`src/rtl/link_monitor_pkg.sv`:
```
// Shared state encoding, widths and saturating helper for the link_monitor supervisor.
package link_monitor_pkg;

   typedef enum logic [2:0] {
      StIdle      = 3'd0,
      StInit      = 3'd1,
      StWaitAlign = 3'd2,
      StTrain     = 3'd3,
      StUp        = 3'd4
   } state_e;

   localparam int unsigned DeltaW  = 8;
   localparam int unsigned WinErrW = 16;

   function automatic logic [WinErrW-1:0] sat_add(input logic [WinErrW-1:0] a,
                                                  input logic [DeltaW-1:0]  b);
      logic [WinErrW:0] s;
      s = {1'b0, a} + {{(WinErrW + 1 - DeltaW){1'b0}}, b};
      return s[WinErrW] ? {WinErrW{1'b1}} : s[WinErrW-1:0];
   endfunction

endpackage

```
`src/rtl/lm_window.sv`:
```
// Fixed-length error window: counts cycles while running, accumulates deltas with
// saturation and publishes the completed window's total.
module lm_window
   import link_monitor_pkg::*;
#(
   parameter int unsigned WIN_LOG2 = 10,
   parameter int unsigned ERR_TH   = 4
) (
   input  logic               clk_i,
   input  logic               rst_i,
   input  logic               run_i,
   input  logic               clr_i,
   input  logic [DeltaW-1:0]  delta_i,
   output logic [WinErrW-1:0] win_err_o,
   output logic               win_done_o,
   output logic               win_bad_o
);

   logic [WIN_LOG2-1:0] cnt_q, cnt_d;
   logic [WinErrW-1:0]  acc_q, acc_d;
   logic [WinErrW-1:0]  win_err_q, win_err_d;
   logic [WinErrW-1:0]  sum;

   always_comb begin
      sum        = sat_add(acc_q, delta_i);
      win_done_o = run_i && !clr_i && (cnt_q == {WIN_LOG2{1'b1}});
      win_bad_o  = (sum >= WinErrW'(ERR_TH));
      cnt_d      = cnt_q;
      acc_d      = acc_q;
      win_err_d  = win_err_q;
      if (clr_i) begin
         cnt_d = '0;
         acc_d = '0;
      end else if (run_i) begin
         // Counter wraps to zero after all-ones, starting the next window.
         cnt_d = cnt_q + 1'b1;
         if (win_done_o) begin
            win_err_d = sum;
            acc_d     = '0;
         end else begin
            acc_d = sum;
         end
      end
   end

   always_ff @(posedge clk_i or posedge rst_i) begin
      if (rst_i) begin
         cnt_q     <= '0;
         acc_q     <= '0;
         win_err_q <= '0;
      end else begin
         cnt_q     <= cnt_d;
         acc_q     <= acc_d;
         win_err_q <= win_err_d;
      end
   end

   assign win_err_o = win_err_q;

endmodule

```
`src/rtl/link_monitor.sv`:
```
// Link-health supervisor: converts the link's running error counter into per-window
// statistics and runs the bring-up / retrain state machine that requests PHY re-init.
module link_monitor
   import link_monitor_pkg::*;
#(
   parameter int unsigned WIN_LOG2  = 10,
   parameter int unsigned ERR_TH    = 4,
   parameter int unsigned UP_WINS   = 4,
   parameter int unsigned DOWN_WINS = 2,
   parameter int unsigned INIT_CYC  = 64,
   parameter int unsigned TO_WINS   = 4,
   parameter int unsigned TOT_W     = 32
) (
   input  logic             CLK,
   input  logic             RST,
   input  logic             ENABLE,
   input  logic [7:0]       ERR_CNT,
   input  logic             ALIGNED,
   output logic             RETRAIN,
   output logic             LINK_UP,
   output logic             DEGRADED,
   output logic [15:0]      WIN_ERR,
   output logic [TOT_W-1:0] TOT_ERR,
   output logic [2:0]       STATE
);

   localparam int unsigned ToCyc  = TO_WINS << WIN_LOG2;
   localparam int unsigned InitW  = $clog2(INIT_CYC + 1);
   localparam int unsigned ToW    = $clog2(ToCyc + 1);
   localparam int unsigned CleanW = $clog2(UP_WINS + 1);
   localparam int unsigned BadW   = $clog2(DOWN_WINS + 1);

   logic [DeltaW-1:0] err_q, err_d, err_p_q, err_p_d, delta;
   logic              primed_q, primed_d, valid_q, valid_d;
   logic [TOT_W-1:0]  tot_q, tot_d;
   logic [TOT_W:0]    tot_sum;
   state_e            state_q, state_d;
   logic [InitW-1:0]  init_q, init_d;
   logic [ToW-1:0]    to_q, to_d;
   logic [CleanW-1:0] clean_q, clean_d;
   logic [BadW-1:0]   bad_q, bad_d;
   logic              win_run, win_done, win_bad;

   // Two-deep valid: the first post-reset sample only seeds err_p, so no bogus delta.
   always_comb begin
      err_d    = ERR_CNT;
      err_p_d  = err_q;
      primed_d = 1'b1;
      valid_d  = primed_q;
      delta    = valid_q ? DeltaW'(err_q - err_p_q) : '0;
      tot_sum  = {1'b0, tot_q} + (TOT_W + 1)'(delta);
      tot_d    = tot_sum[TOT_W] ? {TOT_W{1'b1}} : tot_sum[TOT_W-1:0];
   end

   assign win_run = (state_q == StTrain) || (state_q == StUp);

   lm_window #(
      .WIN_LOG2 (WIN_LOG2),
      .ERR_TH   (ERR_TH)
   ) u_window (
      .clk_i      (CLK),
      .rst_i      (RST),
      .run_i      (win_run),
      .clr_i      (!win_run),
      .delta_i    (delta),
      .win_err_o  (WIN_ERR),
      .win_done_o (win_done),
      .win_bad_o  (win_bad)
   );

   always_comb begin
      state_d = state_q;
      init_d  = init_q;
      to_d    = to_q;
      clean_d = clean_q;
      bad_d   = bad_q;
      if (!ENABLE) begin
         state_d = StIdle;
      end else begin
         unique case (state_q)
            StIdle: state_d = StInit;
            StInit: begin
               if (init_q == InitW'(INIT_CYC - 1)) state_d = StWaitAlign;
               else init_d = init_q + 1'b1;
            end
            StWaitAlign: begin
               if (ALIGNED) state_d = StTrain;
               else if (to_q == ToW'(ToCyc - 1)) state_d = StInit;
               else to_d = to_q + 1'b1;
            end
            StTrain: begin
               if (!ALIGNED) begin
                  state_d = StInit;
               end else if (win_done) begin
                  if (win_bad) clean_d = '0;
                  else if (clean_q + 1'b1 == CleanW'(UP_WINS)) state_d = StUp;
                  else clean_d = clean_q + 1'b1;
               end
            end
            StUp: begin
               if (!ALIGNED) begin
                  state_d = StInit;
               end else if (win_done) begin
                  if (!win_bad) bad_d = '0;
                  else if (bad_q + 1'b1 == BadW'(DOWN_WINS)) state_d = StInit;
                  else bad_d = bad_q + 1'b1;
               end
            end
            default: state_d = StIdle;
         endcase
      end
      // Every state entry starts its counters from zero.
      if (state_d != state_q) begin
         init_d  = '0;
         to_d    = '0;
         clean_d = '0;
         bad_d   = '0;
      end
   end

   always_ff @(posedge CLK or posedge RST) begin
      if (RST) begin
         err_q    <= '0;
         err_p_q  <= '0;
         primed_q <= 1'b0;
         valid_q  <= 1'b0;
         tot_q    <= '0;
         state_q  <= StIdle;
         init_q   <= '0;
         to_q     <= '0;
         clean_q  <= '0;
         bad_q    <= '0;
      end else begin
         err_q    <= err_d;
         err_p_q  <= err_p_d;
         primed_q <= primed_d;
         valid_q  <= valid_d;
         tot_q    <= tot_d;
         state_q  <= state_d;
         init_q   <= init_d;
         to_q     <= to_d;
         clean_q  <= clean_d;
         bad_q    <= bad_d;
      end
   end

   assign RETRAIN  = (state_q == StInit);
   assign LINK_UP  = (state_q == StUp);
   assign DEGRADED = (state_q == StUp) && (bad_q != '0);
   assign TOT_ERR  = tot_q;
   assign STATE    = state_q;

endmodule

```
`config.mk`:
```
export PLATFORM = sky130hd
export DESIGN_NAME = link_monitor
export DESIGN_NICKNAME = d
export VERILOG_FILES = /design/src/rtl/link_monitor_pkg.sv /design/src/rtl/lm_window.sv /design/src/rtl/link_monitor.sv
export SDC_FILE = /design/constraint.sdc
export NUM_CORES = 1
export LEC_CHECK = 0
export ABC_AREA = 1
export CAP_MARGIN = 10
export CELL_PAD_IN_SITES_DETAIL_PLACEMENT = 1
export CELL_PAD_IN_SITES_GLOBAL_PLACEMENT = 2
export CORE_ASPECT_RATIO = 0.7
export CORE_MARGIN = 10
export CORE_UTILIZATION = 35
export DETAILED_ROUTE_END_ITERATION = 7
export PLACE_DENSITY_LB_ADDON = 0.15
export RECOVER_POWER = 25
export SLEW_MARGIN = 20
export SYNTH_ARGS = -nofsm -noshare
export SYNTH_HDL_FRONTEND = slang
export SYNTH_SLANG_ARGS = --single-unit
```
`constraint.sdc`:
```
create_clock -name CLK -period 5.8 [get_ports CLK]
set_clock_uncertainty 0.15 [all_clocks]
set_input_delay 0.87 -clock CLK [delete_from_list [all_inputs] [get_ports CLK]]
set_output_delay 0.87 -clock CLK [all_outputs]
set_load 0.005 [all_outputs]
```
# Word level (Yosys, flattened, before mapping)
# Cells that the tools add are included.
# classes
add_sub_neg,8
n_lt_le_gt_ge,1
eq_ne,15
mux,42
n_reduce_logical,17
# op_table
op,n
2-to-1 mux 13 bit,5
2-to-1 mux 3 bit,19
2-to-1 mux 16 bit,3
adder 32 x 8 -> 33 bit,1
2-to-1 mux 32 bit,1
2-to-1 mux 7 bit,4
adder 16 x 8 -> 17 bit,1
>= comparator 16 x 3 -> 1 bit (second input constant),1
nonzero test 2 bit,8
one-hot mux 3 bit (5 select lines),1
2-to-1 mux 2 bit,7
adder 13 x 1 -> 13 bit (second input constant),1
== test 13 x 12 -> 1 bit (second input constant),1
adder 10 x 1 -> 10 bit (second input constant),1
== test 10 bit (second input constant),1
2-to-1 mux 10 bit,1
AND reduction 5 bit,2
2-to-1 mux 8 bit,1
subtractor 8 bit,1
adder 7 x 1 -> 7 bit (second input constant),1
== test 7 x 6 -> 1 bit (second input constant),1
== test 3 x 2 -> 1 bit (second input constant),2
== test 3 bit (second input constant),2
inequality test 2 x 1 -> 1 bit (second input constant),3
other kinds (12),14
# word_totals
register_bits,120
input_bits,12
output_inout_bits,54
elab_cells,96

# Logic depth before layout (Yosys ltp)
# logic_depth
word_depth,13
mapped_depth,38
depth_no_buf,37

# By module
# From an unflattened synthesis, not the netlist that was laid out.
# hier_totals
hier_cells,940
area_unflattened_um2,7218.2
# modules_own_cells
mod,n_inst,cells_per_inst,area_each_um2,seq_area_each_um2
link_monitor,1,588,4610.7,1951.9
lm_window,1,352,2607.5,1051.0

# Worst setup path after synthesis
# Ideal clock, no wire load.
# synth_path
path_kind,flip-flop to flip-flop
startpoint,reg err_q[0] (netlist: err_p_d[0])
endpoint,reg bad_q[0]
setup_time_ns,0.128
arrival_ns,3.802
t_required_ns,5.522
setup_slack_ns,1.721
path_stages_with_launch,35
path_buffers,2
period_less_slack_ns,4.079
cell_sequence,dfrtp_1 > inv_1 > ha_1 > inv_1 > fa_1 > nand2_1 > nand2_1 > a21oi_1 > inv_1 > nand2_1 > inv_1 > o21ai_0 > nand2_1 > o21ai_0 > a21oi_1 > ha_1 > nand2_1 > inv_1 > nand3_2 > nand2_4 > nand2_4 > buf_8 > nand2_2 > nor2_2 > nand3_2 > nor2_4 > nand3_1 > nand2_1 > nand3_1 > nand2_1 > xor2_1 > nor2_4 > inv_2 > buf_12 > nor2_4
# synth_via
elab_chain_len,13
word_cells_on_any_way,26
cone_classes,2 x add/sub; 1 x order compare; 2 x eq/ne; 16 x mux; 5 x reduce/logical
# synth_rtl
element,line_no,text
from (decl),link_monitor.sv:33,"logic [DeltaW-1:0] err_q, err_d, err_p_q, err_p_d, delta;"
from (signal assigned),link_monitor.sv:134,err_q <= err_d;
subtractor 8 bit *,link_monitor.sv:50,delta = valid_q ? DeltaW'(err_q - err_p_q) : '0;
2-to-1 mux 8 bit *,link_monitor.sv:50,
adder 16 x 8 -> 17 bit *,link_monitor_pkg.sv:18,"s = {1'b0, a} + {{(WinErrW + 1 - DeltaW){1'b0}}, b};"
2-to-1 mux 16 bit *,link_monitor_pkg.sv:19,return s[WinErrW] ? {WinErrW{1'b1}} : s[WinErrW-1:0];
>= comparator 16 x 3 -> 1 bit *,lm_window.sv:27,win_bad_o = (sum >= WinErrW'(ERR_TH));
"2-to-1 mux 3 bit, on equally long branches","link_monitor.sv:104, link_monitor.sv:95",
"2-to-1 mux 3 bit, on equally long branches","link_monitor.sv:103, link_monitor.sv:94",
"2-to-1 mux 3 bit, on equally long branches","link_monitor.sv:101, link_monitor.sv:92",
one-hot mux 3 bit (5 select lines),link_monitor.sv:80,unique case (state_q)
2-to-1 mux 3 bit,link_monitor.sv:77,if (!ENABLE) begin
inequality test 3 bit,link_monitor.sv:113,if (state_d != state_q) begin
inequality test 3 x 2 -> 1 bit (no source line) or nonzero test 2 bit (tied branches),--,
AND reduction 5 bit (no source line),--,
to (signal assigned),link_monitor.sv:132,bad_q <= '0;
to (signal assigned),link_monitor.sv:143,bad_q <= bad_d;
to (decl),link_monitor.sv:41,"logic [BadW-1:0] bad_q, bad_d;"
# Every way passes the cells marked *; elsewhere a longest branch is shown, timed or not. The select of a mux whose other input is x is not followed.
# A chain may end at the register's enable or synchronous reset.

# Final worst setup path
# layout_path
startpoint,reg err_q[2] (netlist: err_p_d[2])
endpoint,reg to_q[11]
# layout_via
elab_chain_len,13
word_cells_on_any_way,20
cone_classes,2 x add/sub; 1 x order compare; 3 x eq/ne; 11 x mux; 3 x reduce/logical
# layout_rtl
element,line_no,text
subtractor 8 bit *,link_monitor.sv:50,
2-to-1 mux 8 bit *,link_monitor.sv:50,
adder 16 x 8 -> 17 bit *,link_monitor_pkg.sv:18,
2-to-1 mux 16 bit *,link_monitor_pkg.sv:19,
>= comparator 16 x 3 -> 1 bit *,lm_window.sv:27,
"2-to-1 mux 3 bit, on equally long branches","link_monitor.sv:104, link_monitor.sv:95",
"2-to-1 mux 3 bit, on equally long branches","link_monitor.sv:103, link_monitor.sv:94",
"2-to-1 mux 3 bit, on equally long branches","link_monitor.sv:101, link_monitor.sv:92",
one-hot mux 3 bit (5 select lines) *,link_monitor.sv:80,
2-to-1 mux 3 bit *,link_monitor.sv:77,
inequality test 3 bit *,link_monitor.sv:113,
inequality test 2 x 1 -> 1 bit (no source line) or nonzero test 2 bit (tied branches),--,
AND reduction 4 bit (no source line),--,
to (signal assigned),link_monitor.sv:141,to_q <= to_d;
to (decl),link_monitor.sv:39,"logic [ToW-1:0] to_q, to_d;"
# Every way passes the cells marked *; elsewhere a longest branch is shown, timed or not.

==> summary.txt <==
Status
  • Status: complete, but fails checks
  • Failing checks: max-capacitance violations, max-slew violations

Clock network
  • Clk pin slew, worst setup/hold paths: ~0.060 ns
  • CTS tree: built
  • Clock tree sinks: 120
  • CTS buffer count: 17
  • Skew-Pair Late Insertion Delay: between 0.4 and 0.5 ns
  • H-tree levels: 4
  • Hold Buf Count CTS: 0
  • PostCTS Resize Cnt: 0
  • Number of setup buffers added after CTS: 0
  • CTS root buffer: clkbuf_16
  • Clk buf depth: 2

Logic synthesis
  • Top cell type by total area after synthesis: dfrtp_1
  • Sequential cell area fraction in the yosys report: 43.7%
  • Share of flip-flops with an asynchronous set or reset: 100%
  • Commonest cells in the synthesized netlist: nand2_1, dfrtp_1, inv_1
  • Top post-synthesis cells by area: dfrtp_1, nand2_1, inv_1, nor2_1, nand3_1
  • Mean post-synth cell area: slightly above 8 um2
  • Ys flop type: dfrtp_1
  • Cell with the most instances after synthesis: nand2_1
  • Yosys cell types: 42
  • Syn Std Cell Area: ~0.007 mm2
  • EDFF count, synth: 0
  • Post-Syn Nets: slightly below 900
  • Share of the synthesized area in the top cell type: between 40% and 50%
  • Yosys Warn Count: 0
  • Number of synthesized register bits: 120
  • Mapped Cells: 841

Global routing
  • Initial antenna violation count: 0
  • First-pass GRT wire length: 32.1 mm
  • Total global routing overflow: 0
  • Number of global-route vias before repair: 6114
  • Tot GR Track Use: about 15%
  • Largest net degree at the start of global routing: 53

Critical path
  • Critical Path Fanout Max: 22
  • CP endpoint kind: register
  • R2R depth: 26
  • CP Launch Type: register
  • FF-to-FF End: to_q[11]
  • CP Data Arrival Time: ~5.4 ns
  • CP required: 5.93 ns
  • R2r startpoint: err_p_d[2]
  • Type of the worst setup path: register to register
  • CP startpoint: err_p_d[2]
  • Worst Setup EP: to_q[11]
  • Reg2Reg Setup Slack: about 0.52 ns

Detailed routing
  • DRT iter0 DRCs: 227
  • WL final: approximately 19 mm
  • First-pass detailed-route iteration total: 4
  • Routed Antenna Nets: 0
  • Routed len/inst: between 15 and 20 um
  • DRC Markers: 0
  • Via count: about 5700
  • Via density: 4.83

Power and ir drop
  • Pleak: about 4 nW
  • Total power: roughly 2.6 mW
  • Worst VDD drop: ~0.18 mV
  • Pwr/cell area: slightly above 300 mW/mm2

Finish
  • Fillers: between 2000 and 2500
  • P&R area growth vs syn: 22.0%
  • Final Non-Filler Cells: between 1000 and 1500
  • Layout cell share with drive strength beyond 1: roughly 12%
  • Final net count: about 960
  • Ant. Diodes: 0

Timing
  • Final worst slack: around 0.52 ns
  • Final min period: around 5.3 ns
  • Fmax: between 150 and 200 MHz
  • Setup repair after global routing missed its margin: false
  • Worst Max-Slew Pin Slew: approximately 2.2 ns
  • Setup violators final: 0
  • Final hold vios: 0
  • Final Max Tran Viols: 39
  • Final Cycle Share: just over 90%
  • Max_slew headroom: -46.2%
  • Setup TNS: 0 ns

Placed design
  • PortBufs: 65
  • Post-DP HPWL: about 15 mm
  • Worst slack, placed: around 0.55 ns
  • Placed cells: 1159
  • Final GP Congestion: 0.869

Die
  • Row count: between 40 and 50
  • Core area: about 0.019 mm2
  • Die area: between 0.02 and 0.03 mm2
  • Die W: about 190 um
  • Initial core utilization: 36.0%
  • # IOs: 66
  • Die Ht: roughly 140 um

Job
  • Max-Cap Viols: 1

Worst hold path
  • Worst Hold Class: register to register
==> metrics by stage <==
step / cell area (um2) / hold slack [ns] / utilization [%]
after floorplan: 6880 / 0.181 / -
after global placement: 7770 / 0.186 / 40.6
after detailed placement: 7770 / 0.202 / 40.6
after CTS: 8400 / 0.212 / 43.9
after global routing: 8390 / 0.215 / 43.9
final: 8390 / 0.206 / 43.9
==> final cells by class <==
cell class / instances / area (um2) / share of cell area (%)
timing repair buffer: 67 / 662 / 7.89
clock buffer: 21 / 460 / 5.49
multi-input combinational: 584 / 3300 / 39.3
clock inverter: 11 / 170 / 2.03
inverter: 124 / 467 / 5.56
tap: 264 / 330 / 3.94
sequential: 120 / 3000 / 35.8
==> report_power, final <==
part	leakage, nW	internal [mW]	total (mW)	switching (mW)
Clock	0.300	0.742	1.16	0.416
Combinational	2.19	0.205	0.454	0.249
Sequential	1.61	0.895	0.955	0.0605
==> worst min-delay path by stage <==
stage               startpoint      end  slack (ns)  cells past startpoint
floorplan             primed_q  valid_q        0.18                      0
global placement      primed_q  valid_q        0.19                      0
detailed placement    primed_q  valid_q        0.20                      0
CTS                   primed_q  valid_q        0.21                      0
global route          primed_q  valid_q        0.21                      0
finish                primed_q  valid_q        0.21                      0
==> critical path: stages (launching register included) <==
cell	delay (ns)
dfrtp_1	0.39
ha_1	0.35
nand2_1	0.09
nand2_1	0.09
nand2_1	0.10
nand3_1	0.13
nand2_2	0.14
nand2_1	0.06
a21oi_1	0.16
xor2_1	0.09
nor2_1	0.28
ha_1	0.37
a21oi_1	0.40
nand2_4	0.12
nand2_4	0.24
nand3_2	0.20
nor2_1	0.17
nand2_1	0.08
nor2_1	0.10
nand3_1	0.15
nand2_1	0.13
nand3_1	0.07
nand2_1	0.10
xor2_1	0.26
nor2_4	0.13
inv_2	0.47
a21oi_1	0.09
==> sequential cells by signal, indices dropped and copies added, names as in the netlist <==
signal / cells
STATE: 3
TOT_ERR: 32
bad_q: 2
clean_q: 3
err_p_d: 8
err_p_q: 8
init_q: 7
primed_q: 1
to_q: 13
u_window.acc_q: 16
u_window.cnt_q: 10
u_window.win_err_o: 16
valid_q: 1
==> placed cells by master (no fill, tap or decap), drive strengths merged, types with 4 or more instances in the layout <==
cell           synthesis  layout
dfrtp                120     120
a21oi                 26      26
a31oi                 10      10
inv                  124     124
clkinvlp               0       4
xnor2                 10      10
nor2                 111     111
clkbuf                 5      22
nand4                 20      20
nand3                 83      83
o21ai                 37      37
nor3                  19      19
nand2                198     198
xor2                  17      17
clkdlybuf4s50          0      56
dlygate4sd3            0       9
bufinv                 0       4
nor4                   4       4
ha                    26      26
or2                    5       5
==> layer usage <==
| layer | global-route usage, % | vias to the layer above | wire length (um) | part of all wire [%] |
|---|---|---|---|---|
| li1 | - | 2837 | - | - |
| met1 | 21.0 | 2825 | 9960 | 52 |
| met2 | 24.3 | 71 | 8560 | 44 |
| met3 | 3.36 | 15 | 577 | 3.0 |
| met4 | 4.65 | 0 | 201 | 1.0 |
| met5 | 0 | - | 0 | 0 |
==> kinds of logic after synthesis <==
group	synth area share [%]
fa+ha+maj	5.60
simple gates	32.4
flops	43.7
mux	0.164
other cells	0.0545
compound gates	6.35
buf+inv	8.38
xor+xnor	3.44
Note: power is estimated with default switching activity, not from simulation.
